### config.mk
export PLATFORM = sky130hd
export DESIGN_NAME = layer_controller
export DESIGN_NICKNAME = d
export VERILOG_FILES = /design/src/rtl/layer_controller.sv
export SDC_FILE = /design/constraint.sdc
export NUM_CORES = 1
export LEC_CHECK = 0
export ABC_AREA = 1
export CAP_MARGIN = 25
export CELL_PAD_IN_SITES_DETAIL_PLACEMENT = 0
export CELL_PAD_IN_SITES_GLOBAL_PLACEMENT = 2
export CORE_UTILIZATION = 33
export CTS_BUF_LIST = sky130_fd_sc_hd__clkbuf_8
export DETAILED_ROUTE_END_ITERATION = 8
export GPL_TIMING_DRIVEN = 0
export PLACE_DENSITY = 0.91
export SLEW_MARGIN = 10
export SYNTH_ARGS = -nofsm -noshare
export SYNTH_HDL_FRONTEND = slang
export SYNTH_SLANG_ARGS = --single-unit
### constraint.sdc
create_clock -name clk -period 7.4 [get_ports clk]
set_input_delay 2.22 -clock clk [delete_from_list [all_inputs] [get_ports clk]]
set_output_delay 2.22 -clock clk [all_outputs]
set_load 0.05 [all_outputs]
### src/rtl/layer_controller.sv
// rtl/layer_controller.sv - sequencer for one fully-connected LIF layer with rate-coded argmax readout
//
// Purpose: accepts one input spike frame, resets the layer, clock-enables it
// for N_STEPS timesteps, accumulates per-neuron spike counts and reports the
// neuron with the highest count over a ready/valid handshake.
//
// Ports:
//   clk, rst_n            - clock (rising edge), asynchronous active-low reset
//   in_valid/in_ready     - input frame handshake, in_x is the frame
//   x_out                 - latched frame driven to the layer's x input
//   ce                    - layer clock enable, one pulse per timestep
//   layer_rst_n           - layer reset, low for one cycle per inference
//   spike_in              - layer spike_out, sampled the cycle after ce
//   out_valid/out_ready   - result handshake
//   out_class, out_count  - winning neuron index and its spike count
//   busy                  - high whenever an inference is in progress
module layer_controller #(
    parameter int N_IN       = 256,
    parameter int NEURON_NUM = 64,
    parameter int N_STEPS    = 8,
    parameter int CNT_W      = $clog2(N_STEPS + 1),
    parameter int IDX_W      = $clog2(NEURON_NUM)
) (
    input  logic                  clk,
    input  logic                  rst_n,
    input  logic                  in_valid,
    output logic                  in_ready,
    input  logic [N_IN-1:0]       in_x,
    output logic [N_IN-1:0]       x_out,
    output logic                  ce,
    output logic                  layer_rst_n,
    input  logic [NEURON_NUM-1:0] spike_in,
    output logic                  out_valid,
    input  logic                  out_ready,
    output logic [IDX_W-1:0]      out_class,
    output logic [CNT_W-1:0]      out_count,
    output logic                  busy
);

    localparam logic [2:0] S_IDLE    = 3'd0;
    localparam logic [2:0] S_CLEAR   = 3'd1;
    localparam logic [2:0] S_STEP    = 3'd2;
    localparam logic [2:0] S_CAPTURE = 3'd3;
    localparam logic [2:0] S_SCAN    = 3'd4;
    localparam logic [2:0] S_DONE    = 3'd5;

    logic [2:0]       state;
    logic [2:0]       next_state;
    logic [CNT_W-1:0] cnt [NEURON_NUM];
    logic [CNT_W-1:0] step_cnt;
    logic [IDX_W-1:0] idx;
    logic [IDX_W-1:0] best_idx;
    logic [CNT_W-1:0] best_cnt;

    logic             last_step;
    logic             last_idx;
    logic             cand_better;
    logic [IDX_W-1:0] win_idx;
    logic [CNT_W-1:0] win_cnt;

    assign last_step   = (step_cnt == CNT_W'(N_STEPS - 1));
    assign last_idx    = (idx == IDX_W'(NEURON_NUM - 1));
    // Strict compare keeps the earliest (lowest) index on ties.
    assign cand_better = (cnt[idx] > best_cnt);
    assign win_idx     = cand_better ? idx : best_idx;
    assign win_cnt     = cand_better ? cnt[idx] : best_cnt;

    assign in_ready  = (state == S_IDLE);
    assign busy      = (state != S_IDLE);
    assign out_valid = (state == S_DONE);

    always_comb begin
        next_state = state;
        case (state)
            S_IDLE:    if (in_valid) next_state = S_CLEAR;
            S_CLEAR:   next_state = S_STEP;
            S_STEP:    next_state = S_CAPTURE;
            S_CAPTURE: next_state = last_step ? S_SCAN : S_STEP;
            S_SCAN:    if (last_idx) next_state = S_DONE;
            S_DONE:    if (out_ready) next_state = S_IDLE;
            default:   next_state = S_IDLE;
        endcase
    end

    always_ff @(posedge clk or negedge rst_n) begin
        if (!rst_n) begin
            state       <= S_IDLE;
            ce          <= 1'b0;
            layer_rst_n <= 1'b0;
            x_out       <= '0;
            step_cnt    <= '0;
            idx         <= '0;
            best_idx    <= '0;
            best_cnt    <= '0;
            out_class   <= '0;
            out_count   <= '0;
            for (int i = 0; i < NEURON_NUM; i++) cnt[i] <= '0;
        end else begin
            state       <= next_state;
            // ce and layer_rst_n are decoded from the next state so they are
            // flop outputs that line up exactly with the STEP / CLEAR cycles.
            ce          <= (next_state == S_STEP);
            layer_rst_n <= (next_state != S_CLEAR);
            case (state)
                S_IDLE: begin
                    if (in_valid) begin
                        x_out    <= in_x;
                        step_cnt <= '0;
                        for (int i = 0; i < NEURON_NUM; i++) cnt[i] <= '0;
                    end
                end
                S_CAPTURE: begin
                    for (int i = 0; i < NEURON_NUM; i++)
                        cnt[i] <= cnt[i] + CNT_W'(spike_in[i]);
                    if (last_step) begin
                        idx      <= '0;
                        best_idx <= '0;
                        best_cnt <= '0;
                    end else begin
                        step_cnt <= step_cnt + CNT_W'(1);
                    end
                end
                S_SCAN: begin
                    best_idx <= win_idx;
                    best_cnt <= win_cnt;
                    idx      <= idx + IDX_W'(1);
                    // Published outputs only change once a full scan finishes.
                    if (last_idx) begin
                        out_class <= win_idx;
                        out_count <= win_cnt;
                    end
                end
                default: ;
            endcase
        end
    end

endmodule
==> results of run 1 <==
synthesized netlist by cell type (all sizes together):
cell / count
buf: 126
or2: 1
dfrtp: 547
clkinv: 2
nor2: 14
nand4: 1
o22ai: 9
o2111ai: 1
inv: 37
clkbuf: 71
nand2: 1385
nand3: 548
o32ai: 1
ha: 134
xnor2: 65
xor2: 64
o211ai: 1
a21oi: 8
o21ai: 153
kinds of logic after synthesis:
| family | count (synthesis) | synth area share |
|---|---|---|
| xor+xnor | 129 | 0.0426 |
| compound gates | 173 | 0.0334 |
| buf+inv | 236 | 0.0433 |
| flops | 547 | 0.516 |
| fa+ha+maj | 134 | 0.0632 |
| simple gates | 1949 | 0.302 |
power by group through the flow:
stage / Combinational [uW] / Clock (uW) / Sequential [uW]
2_1_floorplan: 3240 / 0 / 7150
3_5_place_dp: 8720 / 0 / 5180
4_1_cts: 8740 / 3180 / 5160
3_3_place_gp: 8650 / 0 / 5180
5_1_grt: 9370 / 3300 / 5330
6_report: 8690 / 3100 / 5170
layer usage:
metal / part of all wire / vias to the layer above / wire length [um] / track usage
met5: 0.0024 / - / 263 / 0
met2: 0.48 / 751 / 53200 / 0.451
met4: 0.035 / 36 / 3880 / 0.0952
met1: 0.41 / 11792 / 44700 / 0.330
li1: - / 11713 / - / -
met3: 0.073 / 210 / 8010 / 0.0697
registers in the layout, indices dropped and copies added (netlist names):
register and cells:
state 3, best_cnt 4, out_class 6, step_cnt 4, best_idx 6, x_out 256, layer_rst_n 1, cnt 256
idx 6, out_count 4, ce 1
worst max-delay path, delay by kind of cell, from the launching register on:
kind,cells,cell delay [ns]
buffers and inverters,2,0.94
flip-flops,1,0.41
AND/OR/NAND/NOR,2,0.31
stage by stage:
| step | util | setup slack (ns) |
|---|---|---|
| floorplan | - | 3.44 |
| global placement | 0.427 | -22.65 |
| detailed placement | 0.429 | 3.05 |
| CTS | 0.456 | 2.75 |
| global route | 0.456 | 2.65 |
| finish | 0.456 | 2.82 |
final cells by class:
| class | instances | area share |
|---|---|---|
| Inverter | 39 | 0.00405 |
| Tap cell | 1050 | 0.0364 |
| Clock inverter | 56 | 0.0116 |
| Buffer | 197 | 0.0278 |
| Sequential cell | 547 | 0.379 |
| Timing Repair Buffer | 600 | 0.169 |
| Antenna cell | 12 | 0.000831 |
| Clock buffer | 124 | 0.0472 |
| Multi-Input combinational cell | 2385 | 0.324 |
path summary, 6_finish.rpt:
path                       startpoint      endpoint  slack, ns  cells past startpoint
hold / removal              x_out[57]     x_out[57]       0.48                      2
max in group asynchronous       rst_n    x_out[179]       4.39                      4
min in group asynchronous       rst_n      cnt[166]       1.41                      1
setup reg to reg               idx[0]  out_class[1]       3.56                     19
setup / recovery             state[0]      in_ready       2.82                      4
hold reg to reg             x_out[57]     x_out[57]       0.48                      2
==> out/results.ini, run 1 <==
[layout]
fin_nets=4329
drive_above_1_share=0.0712
syn_to_final_growth_pct=36.1
layout_common_cells=1383 x nand2_1, 593 x clkdlybuf4s50_1, 548 x nand3_1
multi_input_comb_area_um2=11700
final_area_um2=36100
regArea_um2=13700
nFillCells=7977
final_cells=5010
layout_commonest_cell=nand2_1

[timing]
slew_headroom=0.354
fin_crit_sh=0.618
finalHoldViolCount=0
finalSetupViolCount=0
fmax_ghz=0.219
tightest_slew_ns=0.969
hold_slack_ns=0.477
period_minus_slack_ns=4.58
tns_ns=0
maxSlewViolCount=0
skew_ns=0.0461
rsz0062_at_grt=no

[cts]
numCtsBuffers=101
cts_tree=done
cts_hold_buffers=0
h-tree-depth=3
ctsResizeCount=0
cts_root_buf=clkbuf_8
clk_pin_slew_ns=0.06
cts_buffer_depth=3
post-cts-setup-buffer-count=0
clock_sinks=547
clk-insertion-delay-late_ns=0.74

[detailed_routing]
via_per_inst=4.89
first_iter_violations=1724
postRouteAntennaNets=0
wl_per_cell_um=22.0
drc_errors=0
via_count=24502
routed_wl_mm=110
firstDrtPassIters=7

[placement]
dpl.hpwl_mm=83.3
gp_congestion=0.893
dp_cells=4818
placed_area_um2=34000
port_buffers=594

[die]
dieArea_um2=81600
top_level_ports=595
dieHeight_um=286
start_util=0.335
rows=103
design.core.area_um2=79300
die_x_um=286

[synthesis]
synthCells=3168
yosysSeqAreaShare=0.516
ys_seq_elements=547
synth_largest_area_cell=dfrtp_1
synth_cell_type_count=26
synth_top_area_frac=0.516
ys.warnings.count=0
synthTopCellsByArea=dfrtp_1 52%, nand2_1 20%, nand3_1 10%, ha_1 6.3%, o21ai_0 2.7%
avgSynthCellArea_um2=8.38
syn_area_um2=26500
syn_nets=3626

[critical_path]
cp_slowest_cell=clkdlybuf4s50_1
cp_max_fo=4
crit_type=reg2out
cp-end-kind=output pin
crit_chain=nor2_1 -> inv_1 -> nor2_1 -> clkdlybuf4s50_1
slowest_delay_ns=0.86
cp-start-kind=register
cp_common_cell=nor2_1
worst_ep_required_time_ns=5.18
worstPathArrival_ns=2.36

[power_and_ir_drop]
vdd_drop_max_mv=0.290
internal_power_uw=8650
p_clk_frac=0.183
power.total_uw=17000
power_frac_seq=0.305
power_frac_comb=0.512
total_leakage_power_uw=0.0175
power.density_nw_per_um2=469
p_sw_uw=8310
netSwitchingFraction=0.490

[global_routing]
grt_pass1_vias=24259
grt_max_degree=100
gr-total-overflow=0
grt_pass1_wl_mm=162
grt_usage=0.268
antenna_found_initial=31

[run]
drv_cap=0

[status]
status=finished clean

[worst_hold_path]
hp-class=reg2reg

No activity file was read; power rests on OpenSTA's default activity.
==> run 2, diff against run 1 <==
--- a/config.mk
+++ b/config.mk
@@ -9,11 +9,11 @@
 export CAP_MARGIN = 25
 export CELL_PAD_IN_SITES_DETAIL_PLACEMENT = 0
 export CELL_PAD_IN_SITES_GLOBAL_PLACEMENT = 2
-export CORE_UTILIZATION = 33
+export CORE_UTILIZATION = 28
 export CTS_BUF_LIST = sky130_fd_sc_hd__clkbuf_8
 export DETAILED_ROUTE_END_ITERATION = 8
 export GPL_TIMING_DRIVEN = 0
-export PLACE_DENSITY = 0.91
+export PLACE_DENSITY = 0.82
 export SLEW_MARGIN = 10
 export SYNTH_ARGS = -nofsm -noshare
 export SYNTH_HDL_FRONTEND = slang
==> constraint.sdc (replaced) <==
create_clock -name clk -period 3.9 [get_ports clk]
set_input_delay 1.17 -clock clk [delete_from_list [all_inputs] [get_ports clk]]
set_output_delay 1.17 -clock clk [all_outputs]
set_load 0.05 [all_outputs]
==> run 2 against run 1 <==
Total power up 91%. Critical path depth rose by 15. Die area is 18% higher. Highest routed layer unchanged. Largest cell class unchanged. Global-route usage shrank 3.3 points. Setup slack got worse by 2.6 ns. Combinational power rose by 91%. Utilization fell by 6.6 points. Register-to-register slack worse by 3.3 ns. Design area grew 0.99%. First-iteration DRC count fell by 7.2%. Critical endpoint is now out_count[0].
==> out/results.ini, run 2 (same netlist as run 1, synthesis figures left out) <==
[critical_path]
cp_common_cell=nand2_1
crit_type=reg2reg
cp-start-kind=register
worst_ep_required_time_ns=4.53
cp_max_fo=10
cp_slowest_cell=buf_2
crit_chain=buf_2 -> inv_1 -> buf_2 -> nand3_1 -> nand2_1 -> nand2_1 -> nand3_1 -> nand3_1 -> nand2_1 -> ha_1 -> inv_1 -> nor2_1 -> o21ai_0 -> nand2_1 -> nand2_1 -> inv_1 -> or2_2 -> nand3_1 -> nand2_1
slowest_delay_ns=0.40
cp-end-kind=register
worstPathArrival_ns=4.26

[power_and_ir_drop]
vdd_drop_max_mv=0.501
internal_power_uw=16500
power.density_nw_per_um2=886
power_frac_comb=0.513
p_clk_frac=0.187
total_leakage_power_uw=0.0176
p_sw_uw=15800
netSwitchingFraction=0.489
power_frac_seq=0.300

[timing]
finalSetupViolCount=0
skew_ns=0.0291
fin_crit_sh=0.931
slew_headroom=0.470
period_minus_slack_ns=3.63
finalHoldViolCount=0
rsz0062_at_grt=no
maxSlewViolCount=0
tns_ns=0
tightest_slew_ns=0.792
fmax_ghz=0.275

[die]
dieHeight_um=310
rows=112
die_x_um=310
top_level_ports=595
start_util=0.284
dieArea_um2=96100
design.core.area_um2=93600

[placement]
gp_congestion=0.889
dp_cells=5023
dpl.hpwl_mm=85.0
placed_area_um2=34200
port_buffers=594

[cts]
clk-insertion-delay-late_ns=0.76
cts_buffer_depth=3
numCtsBuffers=105
clock_sinks=547
post-cts-setup-buffer-count=0
cts_tree=done
clk_pin_slew_ns=0.06
cts_root_buf=clkbuf_8
h-tree-depth=3

[layout]
layout_common_cells=1383 x nand2_1, 593 x clkdlybuf4s50_1, 548 x nand3_1
final_cells=5221
syn_to_final_growth_pct=37.4
drive_above_1_share=0.0771
reg_top3=cnt (256), x_out (256)
layout_commonest_cell=nand2_1
fin_nets=4334
final_area_um2=36500

[global_routing]
gr-total-overflow=0
antenna_found_initial=38
grt_pass1_vias=24679
grt_pass1_wl_mm=165
grt_max_degree=97
grt_usage=0.235

[detailed_routing]
via_per_inst=4.67
wl_per_cell_um=21.7
first_iter_violations=1600
routed_wl_mm=114
postRouteAntennaNets=0
via_count=24378
firstDrtPassIters=5
drc_errors=0

[status]
status=finished clean

[run]
drv_cap=0

[worst_hold_path]
hp-class=in2async

-- run 2: power by group through the flow --
stage                     Combinational, uW  Clock [uW]  Sequential [uW]
after detailed placement              16700           0             9730
final                                 16600        6050             9700
after global routing                  17900        6480            10000
after global placement                16600           0             9740
after floorplan                        6150           0            13600
after CTS                             16700        6230             9690
-- run 2: area by class of cell --
type | instances | area, um^2
diodes | 10 | 25.0
plain buffers | 197 | 1020
clock buffers | 140 | 1930
clock inverters | 48 | 278
fillers | 9881 | 57100
inverters | 39 | 146
multi-input cells | 2385 | 11700
flip-flops and latches | 547 | 13700
well taps | 1254 | 1570
repair buffers | 601 | 6130
-- run 2: routing by layer --
layer | up-vias | wire, um | track usage | part of all wire
met5 | - | 308 | 0 | 0.0027
met4 | 50 | 3990 | 0.0810 | 0.035
met3 | 243 | 8710 | 0.0755 | 0.077
met2 | 721 | 55500 | 0.402 | 0.49
met1 | 11632 | 45000 | 0.275 | 0.40
li1 | 11732 | - | - | -
-- run 2: stage by stage --
step | utilization | worst slack, ns | hold WS (ns) | total power (uW)
3_3_place_gp | 0.364 | -25.75 | 0.461 | 26400
4_1_cts | 0.389 | 0.0641 | 0.317 | 32700
2_1_floorplan | - | 0.989 | 0.449 | 19700
5_1_grt | 0.390 | 0.0486 | 0.337 | 34300
6_report | 0.390 | 0.268 | 0.354 | 32300
3_5_place_dp | 0.366 | -0.111 | 0.464 | 26400
-- run 2: worst paths after layout --
| path | from | end | slack, ns | cells past startpoint |
|---|---|---|---|---|
| hold / removal | rst_n | cnt[160] | 0.35 | 1 |
| setup reg to reg | idx[2] | out_count[0] | 0.27 | 19 |
| max in group asynchronous | rst_n | x_out[118] | 1.81 | 4 |
| hold reg to reg | x_out[81] | x_out[81] | 0.48 | 2 |
| min in group clk | x_out[81] | x_out[81] | 0.48 | 2 |
| setup / recovery | idx[2] | out_count[0] | 0.27 | 19 |
-- run 2: critical path, delay by kind of cell (launching register included) --
family / cells / cell delay, ns
simple gates: 12 / 1.64
buf+inv: 5 / 1.12
compound gates: 1 / 0.13
flops: 1 / 0.35
fa+ha+maj: 1 / 0.25
-- run 2: timing repair --
action	in CTS	in global routing
setup endpoints to repair	14	17
endpoints found under the hold margin	0	0
hold buffers	0	0
gates resized for setup	4	14
==> run 3, diff against run 2 <==
--- a/config.mk
+++ b/config.mk
@@ -6,7 +6,7 @@
 export NUM_CORES = 1
 export LEC_CHECK = 0
 export ABC_AREA = 1
-export CAP_MARGIN = 25
+export CAP_MARGIN = 40
 export CELL_PAD_IN_SITES_DETAIL_PLACEMENT = 0
 export CELL_PAD_IN_SITES_GLOBAL_PLACEMENT = 2
 export CORE_UTILIZATION = 28
==> constraint.sdc (replaced) <==
create_clock -name clk -period 3.2 [get_ports clk]
set_input_delay 0.96 -clock clk [delete_from_list [all_inputs] [get_ports clk]]
set_output_delay 0.96 -clock clk [all_outputs]
set_load 0.05 [all_outputs]
==> run 3 against run 2 <==
Critical endpoint unchanged. Total power up 22%. Non-clock buffer count up 4. Highest routed layer unchanged. Setup slack worse by 0.19 ns. Sequential power up 22%. Critical path type unchanged. Critical path depth up 2. Register-to-register slack worse by 0.19 ns.
==> out/results.ini, run 3 (same netlist as run 1, synthesis figures left out) <==
[status]
status=finished clean

[cts]
clk-insertion-delay-late_ns=0.76
h-tree-depth=3
cts_root_buf=clkbuf_8
numCtsBuffers=105
cts_tree=done
clk_pin_slew_ns=0.06
clock_sinks=547
cts_buffer_depth=3
cts_hold_buffers=0

[placement]
dpl.hpwl_mm=85.1
port_buffers=594
placed_area_um2=34300
dp_cells=5024
dp_slack_ns=-0.764
gp_congestion=0.889

[critical_path]
r2r_cells=21
crit_start=idx[0]
crit_type=reg2reg
cp-start-kind=register
cp_max_fo=10
cp-end-kind=register
critPathCapture=out_count[0]
worstPathArrival_ns=3.77
reg2reg_to=out_count[0]
rrSetupSlack_ns=0.08
worst_ep_required_time_ns=3.85
r2r_start=idx[0]

[power_and_ir_drop]
internal_power_uw=20200
p_sw_uw=19400
power_frac_comb=0.524
power.density_nw_per_um2=1080
total_leakage_power_uw=0.0176
power_frac_seq=0.299
vdd_drop_max_mv=0.596
p_clk_frac=0.176
netSwitchingFraction=0.490

[detailed_routing]
routed_wl_mm=113
firstDrtPassIters=5
via_count=24264
via_per_inst=4.65
wl_per_cell_um=21.7
drc_errors=0
postRouteAntennaNets=0
first_iter_violations=1692

[timing]
finalWorstSetupSlack_ns=0.0770
finalSetupViolCount=0
rsz0062_at_grt=no
fmax_ghz=0.320
tightest_slew_ns=0.760
finalHoldViolCount=0
fin_crit_sh=0.976
slew_headroom=0.492
period_minus_slack_ns=3.12
skew_ns=0.0390
maxSlewViolCount=0

[global_routing]
grt_pass1_wl_mm=166
gr-total-overflow=0
grt_usage=0.235
grt_pass1_vias=24528
antenna_found_initial=35
grt_max_degree=97

[layout]
regArea_um2=13700
nFillCells=9784
drive_above_1_share=0.0789
fin_nets=4338
final_cells=5218
final_area_um2=36700
layout_commonest_cell=nand2_1
reg_top3=cnt (256), x_out (256)
final_core_util=0.392
multi_input_comb_area_um2=11800
layout_common_cells=1379 x nand2_1, 589 x clkdlybuf4s50_1, 546 x dfrtp_1
syn_to_final_growth_pct=38.1

[die]
dieHeight_um=310
design.core.area_um2=93600
rows=112
top_level_ports=595
die_x_um=310
start_util=0.284
dieArea_um2=96100

[worst_hold_path]
hp-class=in2async

[run]
drv_cap=0

## run 3: how the worst min path moves through the flow
| stage | startpoint | to | slack [ns] | cells after the start |
|---|---|---|---|---|
| after floorplan | best_cnt[1] | best_cnt[1] | 0.45 | 2 |
| after global placement | x_out[103] | x_out[103] | 0.46 | 2 |
| after detailed placement | x_out[120] | x_out[120] | 0.46 | 2 |
| after CTS | rst_n | cnt[161] | 0.1 | 1 |
| after global routing | rst_n | cnt[161] | 0.12 | 1 |
| final | rst_n | cnt[161] | 0.13 | 1 |
## run 3: power by group through the flow
stage | sequential, uW | clock [uW] | combinational [uW]
floorplan | 16500 | 0 | 7500
global placement | 11900 | 0 | 20300
detailed placement | 11900 | 0 | 20400
CTS | 11800 | 7210 | 20600
global route | 12200 | 7500 | 22300
finish | 11800 | 6970 | 20700
## run 3: timing repair
item                                    4_1_cts  5_1_grt
pin swaps                                     0        3
buffers inserted                              0        3
endpoints found under the hold margin         0        0
resized for setup                            58       70
endpoints found under the setup margin       24       20
## run 3: through the flow
step	total power, uW	hold slack, ns	setup TNS [ns]
global route	42000	0.117	0
floorplan	24000	0.449	0
detailed placement	32200	0.464	-13.58
finish	39500	0.130	0
global placement	32100	0.461	-
CTS	39600	0.0971	0
## run 3: area by class of cell
| cell class | count | area share |
|---|---|---|
| sequential | 547 | 0.373 |
| antenna | 9 | 0.000614 |
| tap | 1254 | 0.0428 |
| clock buffer | 132 | 0.0496 |
| clock inverter | 50 | 0.00648 |
| multi-input combinational | 2385 | 0.321 |
| timing repair buffer | 605 | 0.168 |
| inverter | 39 | 0.00423 |
| buffer | 197 | 0.0340 |
## run 3: worst max-delay path, cell delays in order, from the launching register on
cell and delay [ns]:
dfrtp_2 0.48, inv_4 0.13, buf_12 0.18, buf_8 0.18, nand2_1 0.06, nand3_1 0.07
nand3_1 0.10, nand2_1 0.14, nand2_1 0.09, nand3_2 0.08, nand3_2 0.17, nand2_1 0.12
ha_1 0.24, inv_1 0.06, nor2_1 0.03, o21ai_1 0.12, nand2_1 0.10, nand2_4 0.09
inv_1 0.09, or2_2 0.30, nand3_1 0.10, nand2_1 0.05
## run 3: layer usage
layer  share of wire  global-route usage  wire length [um]  vias up
li1                -                   -                 -    11731
met1            0.39               0.275             44600    11552
met2            0.49               0.404             55800      698
met3           0.074              0.0723              8400      231
met4           0.036              0.0831              4130       52
met5          0.0034                   0               381        -
